`src/rtl/cgra_pkg.sv`:
```
// Shared CGRA definitions.
// Holds the direction index map used by every PE-level block and the state
// encoding of the transmit-side fork.
package cgra_pkg;

    // Direction / branch indices into per-direction vectors.
    localparam int DIR_N  = 32'sd0;
    localparam int DIR_E  = 32'sd1;
    localparam int DIR_S  = 32'sd2;
    localparam int DIR_W  = 32'sd3;
    localparam int DIR_FU = 32'sd4;
    localparam int N_DIRS = 32'sd5;

    // Fork occupancy: no token held, or one token being delivered.
    typedef enum logic [0:0] {
        FORK_EMPTY = 1'b0,
        FORK_HOLD  = 1'b1
    } fork_state_e;

endpackage : cgra_pkg

```
`src/rtl/fork_branch.sv`:
```
// One output branch of the eager fork.
// Tracks whether the current token has already been delivered on this branch
// and reports whether the branch is "satisfied" so the parent can retire the
// token once every branch is.
//
// Ports:
//   clock      rising-edge clock
//   reset      asynchronous active-low reset
//   hold       parent currently holds a token
//   mask_bit   this branch is a destination of the held token
//   load       a new token is captured at the next edge
//   out_ready  consumer ready for this branch
//   out_valid  token offered on this branch
//   satisfied  branch owes nothing for the held token (after this cycle)
module fork_branch (
    input  logic clock,
    input  logic reset,
    input  logic hold,
    input  logic mask_bit,
    input  logic load,
    input  logic out_ready,
    output logic out_valid,
    output logic satisfied
);

    logic done_r;
    logic fire_s;

    // Offer depends only on registered state, never on out_ready.
    assign out_valid = hold & mask_bit & ~done_r;
    assign fire_s    = out_valid & out_ready;
    assign satisfied = ~mask_bit | done_r | fire_s;

    // Delivered flag: cleared by a new token (which wins over a same-cycle
    // fire of the old one), set once the branch has handed the token over.
    always_ff @(posedge clock or negedge reset) begin
        if (!reset) begin
            done_r <= 1'b0;
        end else if (load) begin
            done_r <= 1'b0;
        end else if (fire_s) begin
            done_r <= 1'b1;
        end else begin
            done_r <= done_r;
        end
    end

endmodule : fork_branch

```
`src/rtl/fork_sender.sv`:
```
// Transmit-side elastic eager fork of a CGRA PE.
// Takes one valid/ready token stream and delivers each token to every branch
// selected by the mask sampled at load time (N, E, S, W, FU). Branches
// handshake independently; the token retires once every selected branch has
// taken it, and a new token may be loaded on the same edge.
//
// Ports:
//   clock, reset   rising-edge clock, asynchronous active-low reset
//   io_cfg_mask    branch enable, sampled only when a token is loaded
//   io_in_valid/io_in_ready/io_in_bits    producer handshake and data
//   io_out_valid/io_out_ready             per-branch handshake
//   io_out_bits    held token data, shared by all branches
//   io_busy        a token is held
//   io_count       fully delivered tokens, saturating
module fork_sender
    import cgra_pkg::*;
#(
    parameter int WIDTH = 32,
    parameter int N_OUT = N_DIRS,
    parameter int CNT_W = 16
) (
    input  logic             clock,
    input  logic             reset,
    input  logic [N_OUT-1:0] io_cfg_mask,
    input  logic             io_in_valid,
    output logic             io_in_ready,
    input  logic [WIDTH-1:0] io_in_bits,
    output logic [N_OUT-1:0] io_out_valid,
    input  logic [N_OUT-1:0] io_out_ready,
    output logic [WIDTH-1:0] io_out_bits,
    output logic             io_busy,
    output logic [CNT_W-1:0] io_count
);

    localparam logic [CNT_W-1:0] CNT_MAX = {CNT_W{1'b1}};
    localparam logic [CNT_W-1:0] CNT_ONE = {{(CNT_W-1){1'b0}}, 1'b1};

    fork_state_e      state_r;
    fork_state_e      state_s;
    logic [WIDTH-1:0] data_r;
    logic [N_OUT-1:0] mask_r;
    logic [CNT_W-1:0] count_r;
    logic [N_OUT-1:0] satisfied_s;
    logic             hold_s;
    logic             retire_s;
    logic             accept_s;
    logic             load_s;

    assign hold_s   = (state_r == FORK_HOLD);
    assign retire_s = hold_s & (&satisfied_s);
    // Ready passes straight through from the branch readies via retire, so a
    // fully-ready fan-out streams one token per cycle without bubbles.
    assign io_in_ready = ~hold_s | retire_s;
    assign accept_s    = io_in_valid & io_in_ready;
    // A zero-mask token is accepted but dropped: nothing to deliver.
    assign load_s      = accept_s & (|io_cfg_mask);

    genvar gi;
    generate
        for (gi = 0; gi < N_OUT; gi++) begin : g_branch
            fork_branch u_branch (
                .clock     (clock),
                .reset     (reset),
                .hold      (hold_s),
                .mask_bit  (mask_r[gi]),
                .load      (load_s),
                .out_ready (io_out_ready[gi]),
                .out_valid (io_out_valid[gi]),
                .satisfied (satisfied_s[gi])
            );
        end
    endgenerate

    assign io_out_bits = data_r;
    assign io_busy     = hold_s;
    assign io_count    = count_r;

    // Next-state logic: a retiring token hands over to a same-edge load.
    always_comb begin
        state_s = state_r;
        case (state_r)
            FORK_EMPTY: begin
                if (load_s) begin
                    state_s = FORK_HOLD;
                end else begin
                    state_s = FORK_EMPTY;
                end
            end
            FORK_HOLD: begin
                if (load_s) begin
                    state_s = FORK_HOLD;
                end else if (retire_s) begin
                    state_s = FORK_EMPTY;
                end else begin
                    state_s = FORK_HOLD;
                end
            end
            default: begin
                state_s = FORK_EMPTY;
            end
        endcase
    end

    // State register.
    always_ff @(posedge clock or negedge reset) begin
        if (!reset) begin
            state_r <= FORK_EMPTY;
        end else begin
            state_r <= state_s;
        end
    end

    // Token capture: data and destination mask are frozen at load time.
    always_ff @(posedge clock or negedge reset) begin
        if (!reset) begin
            data_r <= {WIDTH{1'b0}};
            mask_r <= {N_OUT{1'b0}};
        end else if (load_s) begin
            data_r <= io_in_bits;
            mask_r <= io_cfg_mask;
        end else begin
            data_r <= data_r;
            mask_r <= mask_r;
        end
    end

    // Delivered-token counter, sticks at its maximum.
    always_ff @(posedge clock or negedge reset) begin
        if (!reset) begin
            count_r <= {CNT_W{1'b0}};
        end else if (retire_s && (count_r != CNT_MAX)) begin
            count_r <= count_r + CNT_ONE;
        end else begin
            count_r <= count_r;
        end
    end

endmodule : fork_sender

```
`config.mk`:
```
export PLATFORM = sky130hd
export DESIGN_NAME = fork_sender
export DESIGN_NICKNAME = d
export VERILOG_FILES = /design/src/rtl/cgra_pkg.sv /design/src/rtl/fork_branch.sv /design/src/rtl/fork_sender.sv
export SDC_FILE = /design/constraint.sdc
export NUM_CORES = 1
export LEC_CHECK = 0
export CORE_ASPECT_RATIO = 0.8
export CORE_UTILIZATION = 26
export CTS_CLUSTER_SIZE = 20
export DETAILED_ROUTE_END_ITERATION = 12
export SLEW_MARGIN = 30
export SYNTH_ARGS = -nofsm -noshare
export SYNTH_HDL_FRONTEND = slang
export SYNTH_SLANG_ARGS = --single-unit
```
`constraint.sdc`:
```
create_clock -name clock -period 2.8 [get_ports clock]
set_clock_uncertainty 0.05 [all_clocks]
set_input_delay 0.56 -clock clock [delete_from_list [all_inputs] [get_ports clock]]
set_output_delay 0.56 -clock clock [all_outputs]
set_load 0.01 [all_outputs]
```
==> After elaboration in Yosys (flattened, before gate mapping) <==
Cells that the tools add are included.
{ "word_totals": {"ramBits": 0, "elab_cells": 73, "rom_bits": 0, "register_bits": 59, "output_inout_bits": 55, "mem_count": 0, "inputBits": 45, "latch_bits": 0} }
{ "op_classes": {"n_lt_le_gt_ge": 0, "n_bitwise": 40, "n_div": 0, "n_reduce_logical": 8, "n_eq_ne": 1, "n_mul": 0, "n_shift": 0, "n_mux": 14, "n_addsub": 1} }
{ "op_table": {"columns": ["op", "count"], "rows": [
  ["$and 1x1->1", 18],
  ["$add 16x1->16 const B", 1],
  ["$ne 16x16->1 const B", 1],
  ["$mux 1", 13],
  ["$not 1->1", 11],
  ["$or 1x1->1", 11],
  ["$reduce_bool 2->1", 5],
  ["$reduce_and 5->1", 1],
  ["$reduce_or 5->1", 1],
  ["$pmux 1 s2", 1],
  ["$logic_and 1x1->1", 1]
]} }

==> Logic depth before layout (Yosys ltp) <==
Gate-level depths: netlist of run 1.
{ "logic_depth": {"word_depth": 11, "depth_mapped": 8} }

==> Hierarchy <==
Synthesis of run 1 repeated with hierarchy kept, for this count alone.
{ "unflattened": {"hier_cells": 184, "hier_area_um2": 2608.8} }
{ "modules_own_cells": {"columns": ["mod", "cells_per_inst", "n_inst", "seq_area_each_um2", "area_per_inst_um2"], "rows": [
  ["fork_sender", 154, 1, 1351.3, 2333.5],
  ["fork_branch", 6, 5, 25.0, 55.1]
]} }

==> Least setup slack after synthesis of run 1 <==
OpenSTA, ideal clock, no wires.
{ "synth_timing": {"kind": "input-to-reg", "from": "input port io_cfg_mask[0]", "to": "register data_r[0] (netlist: io_out_bits[0])", "required_time_ps": 2625, "cell_stages": 7, "setup_ps": 125, "arrival_time_ps": 2174, "n_path_buf": 2, "setup_slack_ps": 450, "path_cell_list": "or4_4 -> o21ai_4 -> nor4bb_1 -> buf_4 -> nor2_8 -> buf_12 -> mux2_4"} }
{ "synth_between": {"elab_chain_cells": 2} }
{ "synth_lines": {"columns": ["item", "line", "source"], "rows": [
  ["start: declaration", "fork_sender.sv:24", "input logic [N_OUT-1:0] io_cfg_mask,"],
  ["$reduce_or 5->1", "fork_sender.sv:56", "assign load_s = accept_s & (|io_cfg_mask);"],
  ["$and 1x1->1", "fork_sender.sv:56", null],
  ["end signal: assignment", "fork_sender.sv:116", "data_r <= {WIDTH{1'b0}};"],
  ["end signal: assignment", "fork_sender.sv:119", "data_r <= io_in_bits;"],
  ["end signal: assignment", "fork_sender.sv:122", "data_r <= data_r;"],
  ["end: declaration", "fork_sender.sv:40", "logic [WIDTH-1:0] data_r;"]
]} }
No other way between the ends.
A chain may end at the register's enable or synchronous reset.

==> Worst setup path in the final report of run 1 <==
{ "layout_timing": {"from": "input port io_out_ready[4]", "to": "register data_r[19] (netlist: io_out_bits[19])"} }
{ "layout_between": {"elab_chain_cells": 7} }
{ "layout_lines": {"columns": ["item", "line", "source"], "rows": [
  ["start: declaration", "fork_sender.sv:29", "input logic [N_OUT-1:0] io_out_ready,"],
  ["$and 1x1->1", "fork_branch.sv:31", "assign fire_s = out_valid & out_ready;"],
  ["$or 1x1->1", "fork_branch.sv:32", "assign satisfied = ~mask_bit | done_r | fire_s;"],
  ["$reduce_and 5->1", "fork_sender.sv:50", "assign retire_s = hold_s & (&satisfied_s);"],
  ["$and 1x1->1", "fork_sender.sv:50", null],
  ["$or 1x1->1", "fork_sender.sv:53", "assign io_in_ready = ~hold_s | retire_s;"],
  ["$and 1x1->1", "fork_sender.sv:54", "assign accept_s = io_in_valid & io_in_ready;"],
  ["$and 1x1->1", "fork_sender.sv:56", null]
]} }
No other way between the ends.

==> results of run 1 <==
[cells by family after synthesis]
logic type	count (synthesis)
XOR/XNOR	12
AND/OR/NAND/NOR	65
buffers and inverters	17
flip-flops	59
AO/OA/AOI/OAI	13
adder cells (fa/ha/maj)	1
multiplexers	40
[through the flow]
step	cells	cell area, um^2	util	setup WS (ps)
after global placement	445	3899	0.3792	-118.0
after global routing	460	4193	0.4078	95.26
after detailed placement	445	3899	0.3792	-143.8
final	460	4193	0.4078	179.1
after floorplan	207	2748	-	450.4
after CTS	460	4193	0.4078	192.4
[worst max-delay path, cell delays in order]
cell	delay (ps)
clkdlybuf4s50_1	520
nand2_1	70
a32oi_1	240
nor4bb_1	770
nor2_8	70
buf_12	200
mux2_4	320
[power by group through the flow]
stage               clock network (mW)  registers, mW  logic (mW)
global route                      1.16           1.53        2.45
detailed placement                   0           1.48        2.32
global placement                     0           1.48        2.30
finish                            1.09           1.48        2.28
floorplan                            0           1.57        1.30
CTS                               1.12           1.49        2.32
[worst paths after layout]
check                                         from                          end  slack, ps  cells past startpoint
setup / recovery                   io_out_ready[4]  io_out_bits[19]$_DFFE_PN0P_        180                      7
hold / removal                               reset  io_out_bits[14]$_DFFE_PN0P_        210                      1
setup reg to reg                 io_busy$_DFF_PN0_  io_out_bits[19]$_DFFE_PN0P_        420                      6
hold reg to reg            io_count[9]$_DFFE_PN0P_      io_count[9]$_DFFE_PN0P_        450                      1
max in group asynchronous                    reset            io_busy$_DFF_PN0_       1870                      2
min in group clock         io_count[9]$_DFFE_PN0P_      io_count[9]$_DFFE_PN0P_        450                      1
[cell usage after synthesis, drive strengths merged (2+ instances only)]
library cell / n
nand2: 15
clkbuf: 2
xor2: 10
mux2: 40
buf: 11
dfrtp: 59
a21oi: 8
nor2: 11
nand3: 3
nor4: 3
and2: 3
inv: 4
nor3: 11
nor2b: 3
and3: 2
nor4b: 3
xnor2: 2
nand4: 3
or2: 2
nand2b: 2
[state kept, by name, summed over array words and instances, names as in the netlist]
| register | cells |
|---|---|
| g_branch.u_branch.done_r | 5 |
| io_busy | 1 |
| io_count | 16 |
| io_out_bits | 32 |
| mask_r | 5 |
[what timing repair did]
item,in CTS,in global routing
setup endpoints to repair,1,0
gates resized for setup,1,0
hold buffers,0,0
[metal layers]
metal,vias up,part of all wire
met2,56,0.44
met1,951,0.47
met3,9,0.071
li1,939,-
met5,-,0
met4,0,0.014
[layout make-up]
class / count / area, um^2 / share of cell area
timing repair buffer: 111 / 1100 / 0.2623
multi-input combinational: 131 / 1131 / 0.2698
inverter: 4 / 15.01 / 0.003581
tap: 140 / 175.2 / 0.04178
sequential: 59 / 1476 / 0.3521
clock buffer: 13 / 260.3 / 0.06207
clock inverter: 2 / 35.03 / 0.008356
==> summary.md, run 1 <==
| Metric | Value |
|---|---|
| Int Pwr | 3.381 mW |
| Main combinational cell family by area after synthesis | multiplexers |
| Register bit total from synthesis | 59 |
| Sequential area share after synthesis | 0.5373 |
| Area grow syn2layout | 52.60% |
| GRT Total Usage | 0.1268 |
| Hold Violations, Final | 0 |
| Clock Tree Root | clkbuf_16 |
| Die area | 0.01099 mm^2 |
| Critical Path Sink Type | flip-flop |
| Yosys warns | 0 |
| Final Critical Period | approximately 2600 ps |
| CTS tree | done |
| Cell area after synthesis | 0.002748 mm^2 |
| Pins over their slew limit | 0 |
| Core area | 0.01028 mm^2 |
| Combinational Power Share | 0.470 |
| Ports | 100 |
| Post-synthesis compound-gate area fraction | 0.03506 |
| Area leader, netlist | dfrtp_1 |
| Top FF cell, synth | dfrtp_1 |
| Via Count | 1,955 |
| Clk buf depth | 2 |
| Maximum clock rate | 0.3815 GHz |
| # setup viols final | 0 |
| Largest net degree at the start of global routing | 34 |
| Vias per inst | 4.250 |
| Clk Latency, worst-skew pair | about 320 ps |
| Synth async-reset ratio | 1.000 |
| Commonest non-fill, non-tap cell in the layout | clkdlybuf4s50_1 |
| Synth top area share | 0.5373 |
| Synth top area cells | dfrtp_1, mux2_4, mux2_2 |
| M1 GR Usage | 0.1632 |
| Adder-cell area share of the yosys netlist | 0.004554 |
| Final Net Count | 362 |
| Worst-Margin Slew | 917.6 ps |
| Initial antenna violation count | 0 |
| Pwr per Cell Area | 1158 mW/mm^2 |
| FILL cells | 985 |
| Sequential power share | 0.305 |
| Crit Path Max Fanout | 27 |
| Die Width | 116.9 um |
| Most frequent cells in the layout | clkdlybuf4s50_1, dfrtp_1, mux2_4 |
| # H-tree levels | 3 |
| ANT cells | 0 |
| Psw | 1.474 mW |
| Sw Share | 0.3037 |
| Clock power share | 0.224 |
| Post-Synth Simple-Gate Area | 0.1302 |
| Unrepaired setup endpoints after global routing | no |
| Residual DRC count | 2 |
| First-pass GRT wire length | 10,360 um |
| Status | complete, but fails checks |
| GRT busiest layer | met2 |
| DR iter-0 viols | just over 60 |
| Critical path arrival | between 2000 and 3000 ps |
| Worst hold slack | 214.4 ps |
| CTS buffer count | 9 |
| CP Data Required Time | about 3000 ps |
| XOR/XNOR Fraction of Synth Area | 0.03825 |
| Global route overflow | 0 |
| Syn Inst Count | 207 |
| Vias in the first global route | 2,029 |
| HP Class | input pin to async pin |
| GRT met2 Usage | 0.1874 |
| Postcts setup bufs | 0 |
| CTS clock-pin slew for the worst setup and hold paths | 50 ps |
| TNS Setup | 0 ps |
| Syn Nets | 253 |
| CTS Sinks | 59 |
| Multiplexer share of the synthesized area | 0.2036 |
| Routed WL | 6411 um |
| I/O Buffers | 99 |
| Number of cell rows | 33 |
| Number of synthesized flops with an enable pin | 0 |
| Routed length per placed instance | 13.94 um |
| Met3 usage | 0.05226 |
| Syn Area/Cell | around 13 um^2 |
| Slew HR | 0.3799 |
| Startpoint class of the critical path | input pin |
| Unique masters post-synth | 34 |
| Die Span Y | 93.95 um |
| Failing checks | design-rule violations |
| Worst vdd ir | approximately 0.44 mV |
| Leakage power | 1.865 nW |
| HPWL after DPL | between 4000 and 5000 um |
| CP Class | input pin to flip-flop |
| Maxcap violations | 0 |
| Final Total Pwr | 4.855 mW |
| Final Cycle Share | 0.9360 |
| GP Congestion | 0.7506 |
| Share of cells above drive strength 1 | 0.2250 |
| Detail Route Antenna Nets | 0 |
| Initial Util | 0.2673 |
| Pre-Repair DR Iteration Count | 8 |
Power figures use the tool's default switching activity.
==> run 2: changes to the inputs <==
Settings changed: PLACE_DENSITY_LB_ADDON set to 0.15.
==> summary.md, run 2 (synthesis results as in run 1) <==
| Metric | Value |
|---|---|
| Status | completed |
| Commonest non-fill, non-tap cell in the layout | clkdlybuf4s50_1 |
| Initial Util | 0.2673 |
| Detail Route Antenna Nets | 0 |
| Layout Cells excl Fill | 464 |
| Final Cycle Share | 0.9502 |
| Core Util, Final | 0.4140 |
| Largest net degree at the start of global routing | 37 |
| CP Class | input pin to flip-flop |
| Clk Latency, worst-skew pair | around 320 ps |
| Slew HR | 0.3884 |
| CTS buffer count | 9 |
| Die Span Y | 93.95 um |
| CTS Sinks | between 50 and 60 |
| Clock Tree Root | clkbuf_16 |
| HP Class | input pin to async pin |
| HPWL after DPL | 4549 um |
| Unrepaired setup endpoints after global routing | no |
| Routed WL | 6259 um |
| Maxcap violations | 0 |
| Number of cell rows | 33 |
| Pre-Repair DR Iteration Count | 4 |
| Pins over their slew limit | 0 |
| GRT met2 Usage | 0.1755 |
| Clk buf depth | 2 |
| ANT cells | 0 |
| Hold_buf cts | 0 |
| Die Width | 116.9 um |
| CP Data Required Time | 2950 ps |
| FILL cells | 986 |
| Initial antenna violation count | 0 |
| Leakage power | between 1.5 and 2 nW |
| # H-tree levels | 3 |
| GRT Total Usage | 0.1247 |
| Reg2Reg Launch Point | io_busy$_DFF_PN0_ |
| # setup viols final | 0 |
| Area grow syn2layout | 54.92% |
| Core area | around 0.010 mm^2 |
| Maximum clock rate | 0.3759 GHz |
| Vias in the first global route | 1,994 |
| Ports | 100 |
| I/O Buffers | 99 |
| Global route overflow | 0 |
| Vias per inst | 4.177 |
| Die area | 0.01099 mm^2 |
| Critical path arrival | 2810 ps |
| Final Net Count | 367 |
| Pwr per Cell Area | 1166 mW/mm^2 |
| DR iter-0 viols | 42 |
| Routed length per placed instance | 13.49 um |
| Reg2Reg Depth | 6 |
| First-pass GRT wire length | 10,180 um |
| Placed instance area | 0.003949 mm^2 |
| Design area | 0.004257 mm^2 |
| Worst vdd ir | around 0.39 mV |
| GRT busiest layer | met2 |
| Met3 usage | 0.05355 |
| Via Count | just under 2k |
| Residual DRC count | 0 |
| Largest register FFs | 32 |
| Hold Violations, Final | 0 |
| CTS tree | done |
| Reg area | 0.001476 mm^2 |
| Critical Path Sink Type | flip-flop |
| Worst-Margin Slew | 905.1 ps |
| Reg-to-reg slack, setup | 250 ps |
| Multi-input gate area in the final layout | 0.001139 mm^2 |
| Share of cells above drive strength 1 | 0.2438 |
| Final Total Pwr | 4.964 mW |
| Final Critical Period | about 2700 ps |
| Inst Count DP | 450 |
| GP Congestion | 0.7033 |
| CTS clock-pin slew for the worst setup and hold paths | 50 ps |
| Worst hold slack | 196.5 ps |
| FF-to-FF End | io_out_bits[14]$_DFFE_PN0P_ |
| Startpoint class of the critical path | input pin |
| Most frequent cells in the layout | clkdlybuf4s50_1, dfrtp_1, mux2_4 |
| M1 GR Usage | 0.1697 |
| Crit Path Max Fanout | 16 |
==> run 2: what timing repair did <==
action	4_1_cts	5_1_grt
setup buffers	0	0
gates resized for setup	2	0
setup endpoints to repair	1	0
==> run 2: worst max path at each step <==
stage,start,to,slack (ps),depth (start not counted)
finish,io_out_ready[0],io_out_bits[14]$_DFFE_PN0P_,140,7
detailed placement,io_out_ready[0],io_out_bits[3]$_DFFE_PN0P_,-200,7
global route,io_out_ready[0],io_out_bits[14]$_DFFE_PN0P_,30,7
floorplan,io_cfg_mask[0],io_out_bits[0]$_DFFE_PN0P_,450,7
CTS,io_out_ready[0],io_out_bits[16]$_DFFE_PN0P_,160,7
global placement,io_out_ready[0],io_out_bits[10]$_DFFE_PN0P_,-180,7
==> run 2: final cells by class <==
| type | count | share of cell area |
|---|---|---|
| Clock inverter | 2 | 0.008230 |
| Tap cell | 140 | 0.04115 |
| Sequential cell | 59 | 0.3469 |
| Inverter | 4 | 0.003527 |
| Clock buffer | 12 | 0.06261 |
| Multi-Input combinational cell | 131 | 0.2675 |
| Timing Repair Buffer | 116 | 0.2701 |
==> run 2: per-layer routing <==
| layer | wire, um | up-vias | part of all wire |
|---|---|---|---|
| met2 | 2667 | 66 | 0.43 |
| met1 | 3086 | 926 | 0.49 |
| met3 | 447 | 4 | 0.071 |
| met5 | 0 | - | 0 |
| li1 | - | 942 | - |
| met4 | 57 | 0 | 0.0091 |
==> run 2: where the power goes <==
part           total [mW]  internal [mW]  switching, mW
Clock                1.10          0.749          0.356
Combinational        2.37           1.49          0.876
Sequential           1.49           1.23          0.266
Total                4.96           3.47           1.50
==> run 2: metrics by stage <==
step	setup slack [ps]	TNS, ps
after global routing	26.37	0
final	139.5	0
after CTS	162.2	0
after floorplan	450.4	0
after detailed placement	-196.3	-6639
after global placement	-179.0	-6254
==> run 2: critical path, stage by stage <==
cell and delay, ps:
clkdlybuf4s50_1 490, nand2_1 70, a32oi_2 310, nor4bb_1 760
nor2_8 110, buf_12 200, mux2_4 300
